--- src/rtl/router_out_arb_if.sv ---
// Merged output byte stream of router_out_arb toward a ready/valid sink.
// The master drives data and tags; the slave returns m_ready.
interface router_out_arb_if;
  logic [7:0] m_data;
  logic       m_valid;
  logic       m_ready;
  logic       m_sop;
  logic       m_eop;
  logic [1:0] m_port;
  logic       m_err;

  modport master (output m_data, m_valid, m_sop, m_eop, m_port, m_err, input m_ready);
  modport slave  (input m_data, m_valid, m_sop, m_eop, m_port, m_err, output m_ready);
endinterface

--- src/rtl/router_out_arb.sv ---
// Round-robin merge of three router FIFOs into one packet stream; optional parity check via ROUTER_ARB_PARITY_CHK_EN.
// Latency: header pop 1 cycle after request in IDLE, header on m_data 3 cycles after; 1 byte/cycle sustained.
// Backpressure: FIFO pops stop while buffered plus in-flight bytes reach 3; never switches port mid-packet.
module router_out_arb (
  input  logic       clock,
  input  logic       resetn,
  input  logic       vld_out_0,
  input  logic       vld_out_1,
  input  logic       vld_out_2,
  input  logic [7:0] data_out_0,
  input  logic [7:0] data_out_1,
  input  logic [7:0] data_out_2,
  output logic       read_enb_0,
  output logic       read_enb_1,
  output logic       read_enb_2,
  output logic       busy_arb,
  router_out_arb_if.master m
);

  typedef enum logic [1:0] {IDLE, HDR, HLEN, BODY} state_t;

`ifdef ROUTER_ARB_PARITY_CHK_EN
  typedef struct packed {
    logic       err;
    logic       eop;
    logic       sop;
    logic [1:0] port;
    logic [7:0] dat;
  } ent_t;
`else
  typedef struct packed {
    logic       eop;
    logic       sop;
    logic [1:0] port;
    logic [7:0] dat;
  } ent_t;
`endif

  state_t     state;
  logic [1:0] gnt;
  logic [1:0] ptr;
  logic [6:0] rem;
  logic       rd_pend;
  logic       rd_sop;
  logic       rd_eop;

  ent_t       buf_q [3];
  logic [1:0] wr_idx;
  logic [1:0] rd_idx;
  logic [1:0] cnt;

  logic [2:0] req;
  logic [1:0] pick;
  logic [1:0] next_ptr;
  logic       vld_gnt;
  logic [7:0] rd_dat;
  logic [5:0] hdr_len;
  logic       credit;
  logic       rd_fire;
  logic       last_pop;
  logic       push;
  logic       pop;
  ent_t       push_ent;
  ent_t       head;

  assign req = {vld_out_2, vld_out_1, vld_out_0};

  always_comb begin
    pick = 2'd0;
    case (ptr)
      2'd1:    pick = req[1] ? 2'd1 : (req[2] ? 2'd2 : 2'd0);
      2'd2:    pick = req[2] ? 2'd2 : (req[0] ? 2'd0 : 2'd1);
      default: pick = req[0] ? 2'd0 : (req[1] ? 2'd1 : 2'd2);
    endcase
  end

  always_comb begin
    vld_gnt = 1'b0;
    rd_dat  = 8'h00;
    case (gnt)
      2'd0:    begin vld_gnt = vld_out_0; rd_dat = data_out_0; end
      2'd1:    begin vld_gnt = vld_out_1; rd_dat = data_out_1; end
      2'd2:    begin vld_gnt = vld_out_2; rd_dat = data_out_2; end
      default: begin vld_gnt = 1'b0;      rd_dat = 8'h00;      end
    endcase
  end

  assign hdr_len  = rd_dat[7:2];
  assign next_ptr = (gnt == 2'd2) ? 2'd0 : gnt + 2'd1;
  // A new pop lands next cycle, so the byte returning now must already be counted.
  assign credit   = ({1'b0, cnt} + {2'b00, rd_pend}) < 3'd3;
  assign rd_fire  = vld_gnt && credit &&
                    ((state == HDR) || (state == HLEN) || ((state == BODY) && (rem != 7'd0)));
  assign last_pop = (state == HLEN) ? (hdr_len == 6'd0) : (rem == 7'd1);

  assign read_enb_0 = rd_fire && (gnt == 2'd0);
  assign read_enb_1 = rd_fire && (gnt == 2'd1);
  assign read_enb_2 = rd_fire && (gnt == 2'd2);

  always_ff @(posedge clock or negedge resetn) begin
    if (!resetn) begin
      state    <= IDLE;
      gnt      <= 2'd0;
      ptr      <= 2'd0;
      rem      <= 7'd0;
      busy_arb <= 1'b0;
      rd_pend  <= 1'b0;
      rd_sop   <= 1'b0;
      rd_eop   <= 1'b0;
    end else begin
      rd_pend <= rd_fire;
      rd_sop  <= rd_fire && (state == HDR);
      rd_eop  <= rd_fire && (state != HDR) && last_pop;
      case (state)
        IDLE: begin
          if ((|req) && credit) begin
            gnt      <= pick;
            state    <= HDR;
            busy_arb <= 1'b1;
          end
        end
        HDR: begin
          if (rd_fire) state <= HLEN;
        end
        HLEN: begin
          // len+1 remaining pops, minus the first body pop issued alongside
          rem <= {1'b0, hdr_len} + 7'd1 - {6'd0, rd_fire};
          if (rd_fire && last_pop) begin
            state    <= IDLE;
            busy_arb <= 1'b0;
            ptr      <= next_ptr;
          end else begin
            state <= BODY;
          end
        end
        BODY: begin
          if (rd_fire) begin
            rem <= rem - 7'd1;
            if (last_pop) begin
              state    <= IDLE;
              busy_arb <= 1'b0;
              ptr      <= next_ptr;
            end
          end
        end
        default: state <= IDLE;
      endcase
    end
  end

  assign push = rd_pend;
  assign pop  = m.m_valid && m.m_ready;

`ifdef ROUTER_ARB_PARITY_CHK_EN
  logic [7:0] acc;

  always_ff @(posedge clock or negedge resetn) begin
    if (!resetn) begin
      acc <= 8'h00;
    end else if (push) begin
      acc <= rd_sop ? rd_dat : (acc ^ rd_dat);
    end
  end
`endif

  always_comb begin
    push_ent      = '0;
    push_ent.dat  = rd_dat;
    push_ent.port = gnt;
    push_ent.sop  = rd_sop;
    push_ent.eop  = rd_eop;
`ifdef ROUTER_ARB_PARITY_CHK_EN
    push_ent.err  = rd_eop && (acc != rd_dat);
`endif
  end

  always_ff @(posedge clock) begin
    if (push) buf_q[wr_idx] <= push_ent;
  end

  always_ff @(posedge clock or negedge resetn) begin
    if (!resetn) begin
      wr_idx <= 2'd0;
      rd_idx <= 2'd0;
      cnt    <= 2'd0;
    end else begin
      if (push) wr_idx <= (wr_idx == 2'd2) ? 2'd0 : wr_idx + 2'd1;
      if (pop)  rd_idx <= (rd_idx == 2'd2) ? 2'd0 : rd_idx + 2'd1;
      cnt <= cnt + {1'b0, push} - {1'b0, pop};
    end
  end

  assign head      = buf_q[rd_idx];
  assign m.m_valid = (cnt != 2'd0);
  assign m.m_data  = m.m_valid ? head.dat  : 8'h00;
  assign m.m_sop   = m.m_valid && head.sop;
  assign m.m_eop   = m.m_valid && head.eop;
  assign m.m_port  = m.m_valid ? head.port : 2'd0;
`ifdef ROUTER_ARB_PARITY_CHK_EN
  assign m.m_err   = m.m_valid && head.err && head.eop;
`else
  assign m.m_err   = 1'b0;
`endif

endmodule

--- src/flat_wrapper.sv ---
// flat-port wrapper written by rule: the top's interface ports become plain ports
module router_out_arb_flat 
  (clock, resetn, vld_out_0, vld_out_1, vld_out_2, data_out_0, data_out_1, data_out_2, read_enb_0, read_enb_1, read_enb_2, busy_arb, m_m_data, m_m_valid, m_m_sop, m_m_eop, m_m_port, m_m_err, m_m_ready);
  router_out_arb_if m_i ();
  input  logic clock;
  input  logic resetn;
  input  logic vld_out_0;
  input  logic vld_out_1;
  input  logic vld_out_2;
  input  logic [7:0] data_out_0;
  input  logic [7:0] data_out_1;
  input  logic [7:0] data_out_2;
  output logic read_enb_0;
  output logic read_enb_1;
  output logic read_enb_2;
  output logic busy_arb;
  output wire logic [$bits(m_i.m_data)-1:0] m_m_data;
  output wire logic [$bits(m_i.m_valid)-1:0] m_m_valid;
  output wire logic [$bits(m_i.m_sop)-1:0] m_m_sop;
  output wire logic [$bits(m_i.m_eop)-1:0] m_m_eop;
  output wire logic [$bits(m_i.m_port)-1:0] m_m_port;
  output wire logic [$bits(m_i.m_err)-1:0] m_m_err;
  input wire logic [$bits(m_i.m_ready)-1:0] m_m_ready;
  assign m_m_data = m_i.m_data;
  assign m_m_valid = m_i.m_valid;
  assign m_m_sop = m_i.m_sop;
  assign m_m_eop = m_i.m_eop;
  assign m_m_port = m_i.m_port;
  assign m_m_err = m_i.m_err;
  assign m_i.m_ready = m_m_ready;
  router_out_arb u_core (.clock(clock), .resetn(resetn), .vld_out_0(vld_out_0), .vld_out_1(vld_out_1), .vld_out_2(vld_out_2), .data_out_0(data_out_0), .data_out_1(data_out_1), .data_out_2(data_out_2), .read_enb_0(read_enb_0), .read_enb_1(read_enb_1), .read_enb_2(read_enb_2), .busy_arb(busy_arb), .m(m_i));
endmodule
--- config.mk ---
export PLATFORM = sky130hd
export DESIGN_NAME = router_out_arb_flat
export DESIGN_NICKNAME = d
export VERILOG_FILES = /design/src/rtl/router_out_arb_if.sv /design/src/rtl/router_out_arb.sv /design/src/flat_wrapper.sv
export SDC_FILE = /design/constraint.sdc
export NUM_CORES = 1
export LEC_CHECK = 0
export ABC_AREA = 1
export CAP_MARGIN = 10
export CORE_ASPECT_RATIO = 1.5
export CORE_MARGIN = 2
export CORE_UTILIZATION = 55
export DETAILED_ROUTE_END_ITERATION = 10
export PLACE_DENSITY = 0.8
export SLEW_MARGIN = 20
export SYNTH_ARGS = -nofsm -noshare
export SYNTH_HDL_FRONTEND = slang
export SYNTH_SLANG_ARGS = --single-unit
--- constraint.sdc ---
create_clock -name clock -period 3.9 [get_ports clock]
set_input_delay 0.78 -clock clock [delete_from_list [all_inputs] [get_ports clock]]
set_output_delay 0.78 -clock clock [all_outputs]
set_load 0.01 [all_outputs]
After elaboration in Yosys (flattened, before gate mapping)
Memories as Yosys holds them, arrays and structs flattened.
Index checks and enable logic that the tools add are counted.

cells by class
  add/sub/neg operators = 9
  order comparisons = 1
  eq/ne operators = 16
  multiplexer cells = 34
  reduce and logical (&&, ||, !) cells = 29

operator list
  cell                 count
  $mux 2               17
  $pmux 8 s3           1
  $logic_and 1x1->1    14
  $pmux 7 s2           1
  $eq 2x2->1 const B   6
  $ne 2x1->1 const B   5
  $mux 1               8
  $mux 8               1
  $pmux 2 s2           2
  $pmux 2 s4           1
  $reduce_and 4->1     2
  $add 6x1->7 const B  1
  $eq 7x1->1 const B   1
  $mux 7               1
  $reduce_bool 7->1    1
  $sub 7x1->7          1
  $sub 7x1->7 const B  1
  $add 2x1->2 const B  3
  $eq 2x1->1 const B   3
  $logic_not 6->1      1
  $pmux 1 s3           2
  $reduce_and 5->1     1
  $logic_not 2->1      2
  $reduce_and 2->1     2
  9 further kinds      11

storage, ports and cells
  flip-flop bits (word level) = 23
  memory bits (writable) = 36
  bits of input ports = 30
  output and inout bits = 18
  word-level logic and storage cells = 101
  memories = 1

memories
  memory        words  width  rd ports  clocked after memory_dff  write ports  RTL line              source
  u_core.buf_q  3      12     1         0                         1            router_out_arb.sv:47  ent_t buf_q [3];

Longest topological paths before layout
Gate-level depths: netlist of the first run.

  depth in word-level cells = 7
  gate-level depth with buffers = 19
  depth with buffers taken out = 19

Least setup slack after synthesis of the first run
No wires, ideal clock.

  path kind = register to register
  start = register u_core.rd_pend (netlist: u_core.push)
  end = register u_core.rem[5]
  setup time = 0.117 ns
  arrival time = 2.401 ns
  required time = 3.783 ns
  slack = 1.381 ns
  cell stages (with the launch flop) = 18
  path buffers = 0
  period minus slack after synthesis = 2.519 ns
  cell sequence = dfrtp_1 > ha_1 > ha_1 > a21oi_1 > nand2_2 > inv_4 > nand2_8 > ha_1 > ha_1 > inv_1 > ha_1 > o21ai_0 > a21oi_1 > nand2_1 > nand2_1 > o22ai_1 > nand2_2 > o21ai_2

on the way
  word-level cells in the longest chain between the ends = 6
  elaborated cells between the ends (all ways) = 8
  classes of those cells = 2 x add/sub; 1 x order compare; 1 x eq/ne; 1 x mux; 3 x reduce/logical

RTL lines
  element                                         RTL line               source
  start, declared                                 router_out_arb.sv:43   logic rd_pend;
  start signal, assigned                          router_out_arb.sv:111  rd_pend <= rd_fire;
  $add 2x1->3 (*)                                 router_out_arb.sv:91   assign credit = ({1'b0, cnt} + {2'b00, rd_pend}) < 3'd3;
  $lt 3x2->1 (*)                                  router_out_arb.sv:91
  $logic_and 1x1->1 (*) (2 in a row)              router_out_arb.sv:92   assign rd_fire = vld_gnt && credit &&
  $sub 7x1->7 or $ne 2x1->1 (tied branches)       n/a
  $pmux 7 s2 or $reduce_and 2->1 (tied branches)  n/a
  end signal, assigned                            router_out_arb.sv:127  rem <= {1'b0, hdr_len} + 7'd1 - {6'd0, rd_fire};
  end signal, assigned                            router_out_arb.sv:138  rem <= rem - 7'd1;
  end, declared                                   router_out_arb.sv:42   logic [6:0] rem;

Every way passes the cells marked *; elsewhere a longest branch is shown, timed or not.
A chain may end at the register's enable or synchronous reset.

Final worst setup path of the first run
  start = input vld_out_1
  end = output read_enb_2

on the way
  word-level cells in the longest chain between the ends = 4

RTL lines
  element                         RTL line              source
  start, declared                 flat_wrapper.sv:8     input logic vld_out_1;
  $pmux 1 s3                      router_out_arb.sv:80  case (gnt)
  $logic_and 1x1->1 (2 in a row)  router_out_arb.sv:92
  $logic_and 1x1->1               router_out_arb.sv:98  assign read_enb_2 = rd_fire && (gnt == 2'd2);
  end, declared                   flat_wrapper.sv:15    output logic read_enb_2;

No other way between the ends.

==> impl_results.md, run 1 <==
- Status: complete, no violations
- VDD IR max: 0.0004653 V
- GP Congestion: between 0.8 and 0.9
- First-pass GRT wire length: around 12 mm
- Synthesized flop and latch total: 59
- Die area: between 6000 and 7000 sq um
- Cts repair resizes: 0
- I/O pins: 48
- Final setup violation count: 0
- Worst EP required: roughly 3100 ps
- Unique cell type count in the Yosys netlist: 38
- Post-synth top cells: 93 x nand2_1, 51 x inv_1, 40 x nand3_1
- PortBufs: 46
- Mean Syn Cell Area: 9.008 sq um
- Cell count after synthesis: 381
- First-pass detailed-route iteration total: 4
- Critical Path End Type: primary output
- Row cnt: 35
- Starting Density: 0.5638
- Die Span X: between 60 and 70 um
- Final worst path period need: between 3000 and 4000 ps
- DRC: 0
- Largest net degree at the start of global routing: 24
- Post-CTS setup buffers: 0
- Hold slack: about 430 ps
- GRT Resource Usage Total: 0.2347
- Final hold viol count: 0
- Max-cap violations: 0
- Clock Skew: around 4.6 ps
- Vias in the first global route: 2539
- Classification of the worst setup path: input port to primary output
- Final wirelength: about 7.3 mm
- DR iter-0 viols: 182
- Clock Sinks: 59
- Post-Syn Area: 3432 sq um
- H-tree lvl count: 3
- Pwr dens: 823.4 nW/um^2
- Max Root-Sink Buffers: 2
- RSZ-0062 raised after global routing: false
- Ys flop type: edfxtp_1
- Ys async rst share: 0.3898
- Fmax: about 310 MHz
- Antenna Cells: 0
- Synth Warn #: 0
- Synthesized net count: ~430
- Core Box Area: just over 6000 sq um
- CTS Buf Count: 9
- Layout cells sized above 1: 0.1503
- Crit-path max FO: 7
- Top cells by area, synth: edfxtp_1 31%, dfrtp_1 17%, nand2_1 10%
- Synth-to-Final Area Change: 20.93%
- Final ANT Viol Nets: 0
- Slew @ Worst Pin: 1030 ps
- Post-DR wirelength/cell: roughly 14 um
- Worst-skew pair later-pin latency: between 300 and 400 ps
- Post-synth top area cell: edfxtp_1
- Count leader, synth: nand2_1
- CTS root buffer: clkbuf_8
- Hold_buf cts: 0
- Final layout net count: between 400 and 500
- DIE HEIGHT: between 100 and 150 um
- HP Class: input port to async pin
- Cell leakage power: around 1.9 nW
- Routed vias/inst: around 5.2
- Sequential-to-total area share from yosys stat: 0.4827
- Post-DP HPWL: 5.471 mm
- Worst Path Arrival: 2450 ps
- Critical Path Start Type: input port
- CTS tree: done
- Worst slew margin: 0.3077
- Clk pin slew, worst setup/hold paths: approximately 60 ps
- Post-synth EDFFs: 36
- Initial antenna violation count: 0
- Vias: 2683
- Fillers: just over 500
- R2r worst-path depth: 17
- Fin crit share: 0.8271
- Setup TNS: 0 ps
- Global route overflow: 0
- Top-area cell type share of the netlist area: 0.3150
- Final Max Slew Viols: 0
-- report_power, final --
| part | switching (W) | internal [W] |
|---|---|---|
| clock | 0.000239 | 0.000309 |
| combinational | 0.00110 | 0.000744 |
| sequential | 0.000150 | 0.000878 |
-- registers in the layout, indices dropped and copies added (netlist names) --
| signal | cells |
|---|---|
| u_core.rem | 7 |
| u_core.cnt | 2 |
| u_core.rd_eop | 1 |
| u_core.ptr | 2 |
| u_core.gnt | 2 |
| u_core.buf_q | 36 |
| u_core.wr_idx | 2 |
| u_core.state | 2 |
| u_core.rd_sop | 1 |
| u_core.rd_idx | 2 |
| u_core.push | 1 |
| u_core.busy_arb | 1 |
-- layout make-up --
cell class / count / area (sq um) / share of cell area
clock buffer: 11 / 141.4 / 0.03407
sequential: 59 / 1657 / 0.3992
tap: 74 / 92.59 / 0.02231
inverter: 60 / 230.2 / 0.05547
clock inverter: 5 / 52.55 / 0.01266
multi-input combinational: 254 / 1491 / 0.3594
timing repair buffer: 50 / 485.5 / 0.1170
-- logic make-up (layout without fill, tap and decap cells) --
logic type      after synthesis  count (layout)  share of synthesized area
other cells                   1               1                   0.001093
buf+inv                      68             126                    0.08275
flops                        59              59                     0.4827
xor+xnor                      4               4                    0.01021
fa+ha+maj                    23              23                    0.08385
simple gates                189             189                     0.2690
compound gates               37              37                    0.07036
-- cells in the final DEF (no fill, tap or decap), types with 6 or more instances in the layout --
| cell type | count |
|---|---|
| ha_1 | 23 |
| clkdlybuf4s50_1 | 45 |
| nor2_1 | 18 |
| inv_2 | 6 |
| dfrtp_1 | 23 |
| inv_1 | 51 |
| nand2_1 | 93 |
| o21ai_0 | 16 |
| nand2_2 | 9 |
| nand3_2 | 6 |
| clkbuf_8 | 10 |
| edfxtp_1 | 36 |
| nand3_1 | 40 |
-- worst paths after layout --
kind                          startpoint             endpoint  slack, ps
min reg2reg                u_core.rd_sop  u_core.buf_q[1][10]        460
min                               resetn        u_core.rem[0]        430
max                            vld_out_1           read_enb_2        670
max in group asynchronous         resetn        u_core.gnt[0]       3100
max reg2reg                  u_core.push        u_core.rem[5]       1060
min in group clock         u_core.rd_sop  u_core.buf_q[1][10]        460
-- through the flow --
step / cell area (sq um) / cells / util / power [W] / setup WS, ps
after detailed placement: 3961 / 497 / 0.6508 / 0.002872 / 673.3
after CTS: 4155 / 513 / 0.6826 / 0.003433 / 649.9
after floorplan: 3432 / 381 / - / 0.002311 / 1381
after global placement: 3961 / 497 / 0.6508 / 0.002811 / 685.3
after global routing: 4150 / 513 / 0.6818 / 0.003696 / 526.3
final: 4150 / 513 / 0.6818 / 0.003417 / 674.3
-- critical path: stages --
cell and delay (ps):
clkdlybuf4s50_1 530, nand3_1 110, nand3_2 100, nand2_2 70, inv_4 90, nand2_8 70
nor3_1 130, clkdlybuf4s50_1 570
-- routing by layer --
metal | share of wire | GRT usage | up-vias | wire length (um)
met3 | 0.040 | 0.04469 | 14 | 296
met2 | 0.55 | 0.4194 | 66 | 4027
met4 | 0.020 | 0.09231 | 0 | 148
met5 | 0 | 0 | - | 0
li1 | - | - | 1343 | -
met1 | 0.39 | 0.2653 | 1260 | 2878
No activity file was read; power rests on OpenSTA's default activity.
==> run 2: changes to the inputs <==
Settings changed: CORE_UTILIZATION 55 to 50, PLACE_DENSITY 0.8 to 0.77.
Clock period 3.9 ns to 2.9 ns, I/O delays scaled along.
==> run 2 against run 1 <==
Worst hold slack better by 62 ps. Clock skew up 6.7 ps. Largest power group unchanged. Total power up 33%.
==> impl_results.md, run 2 (same netlist as run 1, synthesis figures left out) <==
- Status: complete, no violations
- VDD IR max: about 0.00059 V
- Synth-to-Final Area Change: 22.79%
- Top delay family on crit path: buffers and inverters
- Place WS: about 32 ps
- DRC: 0
- Pwr dens: ~1100 nW/um^2
- GP Congestion: 0.8756
- Slew @ Worst Pin: approximately 510 ps
- Fmax: between 300 and 400 MHz
- DR iter-0 viols: 96
- Worst Path Arrival: around 2100 ps
- Core Box Area: around 6800 sq um
- Die Span X: 71.65 um
- Antenna Cells: 0
- GR Util met3: 0.03537
- Die area: ~7600 sq um
- Post-DP HPWL: ~5.3 mm
- Post-DR wirelength/cell: between 10 and 15 um
- Final wirelength: 6.888 mm
- Fin crit share: 0.9280
- Grt met2 use: 0.3697
- R2r worst-path depth: 17
- Worst slew margin: 0.6626
- Fillers: around 570
- Row cnt: 37
- CTS tree: done
- Final Max Slew Viols: 0
- DIE HEIGHT: 105.5 um
- Crit-path slowest cell: clkdlybuf4s50_1
- Largest registers: u_core.buf_q x36, u_core.rem x7
- Starting Density: 0.5078
- Largest register FFs: 36
- Worst-skew pair later-pin latency: approximately 330 ps
- Worst EP required: approximately 2300 ps
- Worst path buffer plus inverter count: 3
- Classification of the worst setup path: register to primary output
- I/O pins: 48
- PortBufs: between 40 and 50
- Cell leakage power: just under 2 nW
- CTS Buf Count: 9
- Final layout net count: 495
- Critical Path End Type: primary output
- CTS root buffer: clkbuf_8
- Critical path depth in cells: 6
- Commonest non-fill, non-tap cell in the layout: nand2_1
- Post-DP Area: between 4000 and 5000 sq um
- Commonest cells after routing, fill and taps aside: 93 x nand2_1, 50 x inv_1, 43 x clkdlybuf4s50_1, 40 x nand3_1, 36 x edfxtp_1
- Final Cell Area: about 4200 sq um
- WHS Path Cells: 0
- Hold slack: 488.9 ps
- Max Root-Sink Buffers: 2
- Routed vias/inst: 5.168
- Setup ws final: around 210 ps
- Final hold viol count: 0
- Final worst path period need: 2691 ps
- Crit-path max FO: 14
- Initial antenna violation count: 0
- Clock Sinks: between 50 and 60
- Design Power: approximately 0.0046 W
- Critical Path Start Type: register
- Clk pin slew, worst setup/hold paths: around 60 ps
- Grt met1 use: 0.2231
- Layout cells sized above 1: 0.1633
- HP Class: register to register
- Largest net degree at the start of global routing: 24
- Critical Path Max Stage Delay: 530 ps
- First-pass detailed-route iteration total: 5
- Grt peak-use layer: met2
- H-tree lvl count: 3
- First-pass GRT wire length: 11.77 mm
- Vias: 2713
- Max-cap violations: 0
- Vias in the first global route: ~2.7k
- Reg area: 1659 sq um
- Final setup violation count: 0
- Setup TNS: 0 ps
- Cells along the critical path: inv_1, nand3_1, nand3_1, nand2_1, inv_1, clkdlybuf4s50_1
- Multi-input logic area: about 1500 sq um
- Global route overflow: 0
- GRT Resource Usage Total: 0.2017
- Final ANT Viol Nets: 0
- RSZ-0062 raised after global routing: false
- Top reg by flops: u_core.buf_q
- Clock Skew: ~11 ps
-- run 2: cell types whose count changed in the layout (fill, tap and decap cells not counted), moves of 2 or more --
cell,before,now
buf_4,4,12
clkdlybuf4s50_1,45,43
dfrtp_1,23,21
clkinv_1,1,4
dlymetal6s2s_1,0,2
clkinv_2,3,1
dfrtp_2,0,2
-- run 2: area by class of cell --
cell class	count	area share
clock inverters	5	0.01099
inverters	60	0.05463
well taps	78	0.02316
multi-input cells	254	0.3548
flip-flops and latches	59	0.3937
clock buffers	11	0.03118
repair buffers	58	0.1315
-- run 2: metrics by stage --
step / instances / util
finish: 525 / 0.6235
global route: 525 / 0.6235
CTS: 525 / 0.6224
detailed placement: 509 / 0.5957
global placement: 509 / 0.5957
floorplan: 381 / -
-- run 2: per-layer routing --
| metal | wire length, um | vias up |
|---|---|---|
| met4 | 138 | 0 |
| met1 | 2563 | 1262 |
| met3 | 322 | 16 |
| met2 | 3864 | 80 |
| met5 | 0 | - |
| li1 | - | 1355 |
-- run 2: where the power goes --
group | switching [W] | internal [W] | total [W]
clock | 0.000297 | 0.000387 | 0.000684
sequential | 0.000192 | 0.00118 | 0.00138
combinational | 0.00147 | 0.00104 | 0.00250
total | 0.00195 | 0.00261 | 0.00456
-- run 2: repair_timing --
action / 4_1_cts / 5_1_grt
gates resized for setup: 2 / 5
pin swaps: 0 / 0
setup buffers: 0 / 0
endpoints found under the setup margin: 3 / 4
hold buffers: 0 / 0
-- run 2: worst reg2reg max path: stages (launching register included) --
cell	delay, ps
dfrtp_1	400
ha_1	200
ha_1	280
a21oi_2	190
nand2_2	100
inv_4	90
nand2_8	70
ha_1	210
ha_1	220
inv_1	60
ha_1	170
o21ai_0	80
a21oi_1	170
nand2_1	70
nand2_1	60
o22ai_1	70
nand2_2	70
o21ai_2	50
-- run 2: final timing paths --
| path | start | end | slack [ps] |
|---|---|---|---|
| max | u_core.rd_idx[1] | m_m_data[2] | 210 |
| min | u_core.rd_eop | u_core.buf_q[0][11] | 490 |
| max reg2reg | u_core.push | u_core.rem[5] | 230 |
| min reg2reg | u_core.rd_eop | u_core.buf_q[0][11] | 490 |
| max in group asynchronous | resetn | u_core.gnt[1] | 2010 |
| min in group asynchronous | resetn | u_core.ptr[1] | 610 |
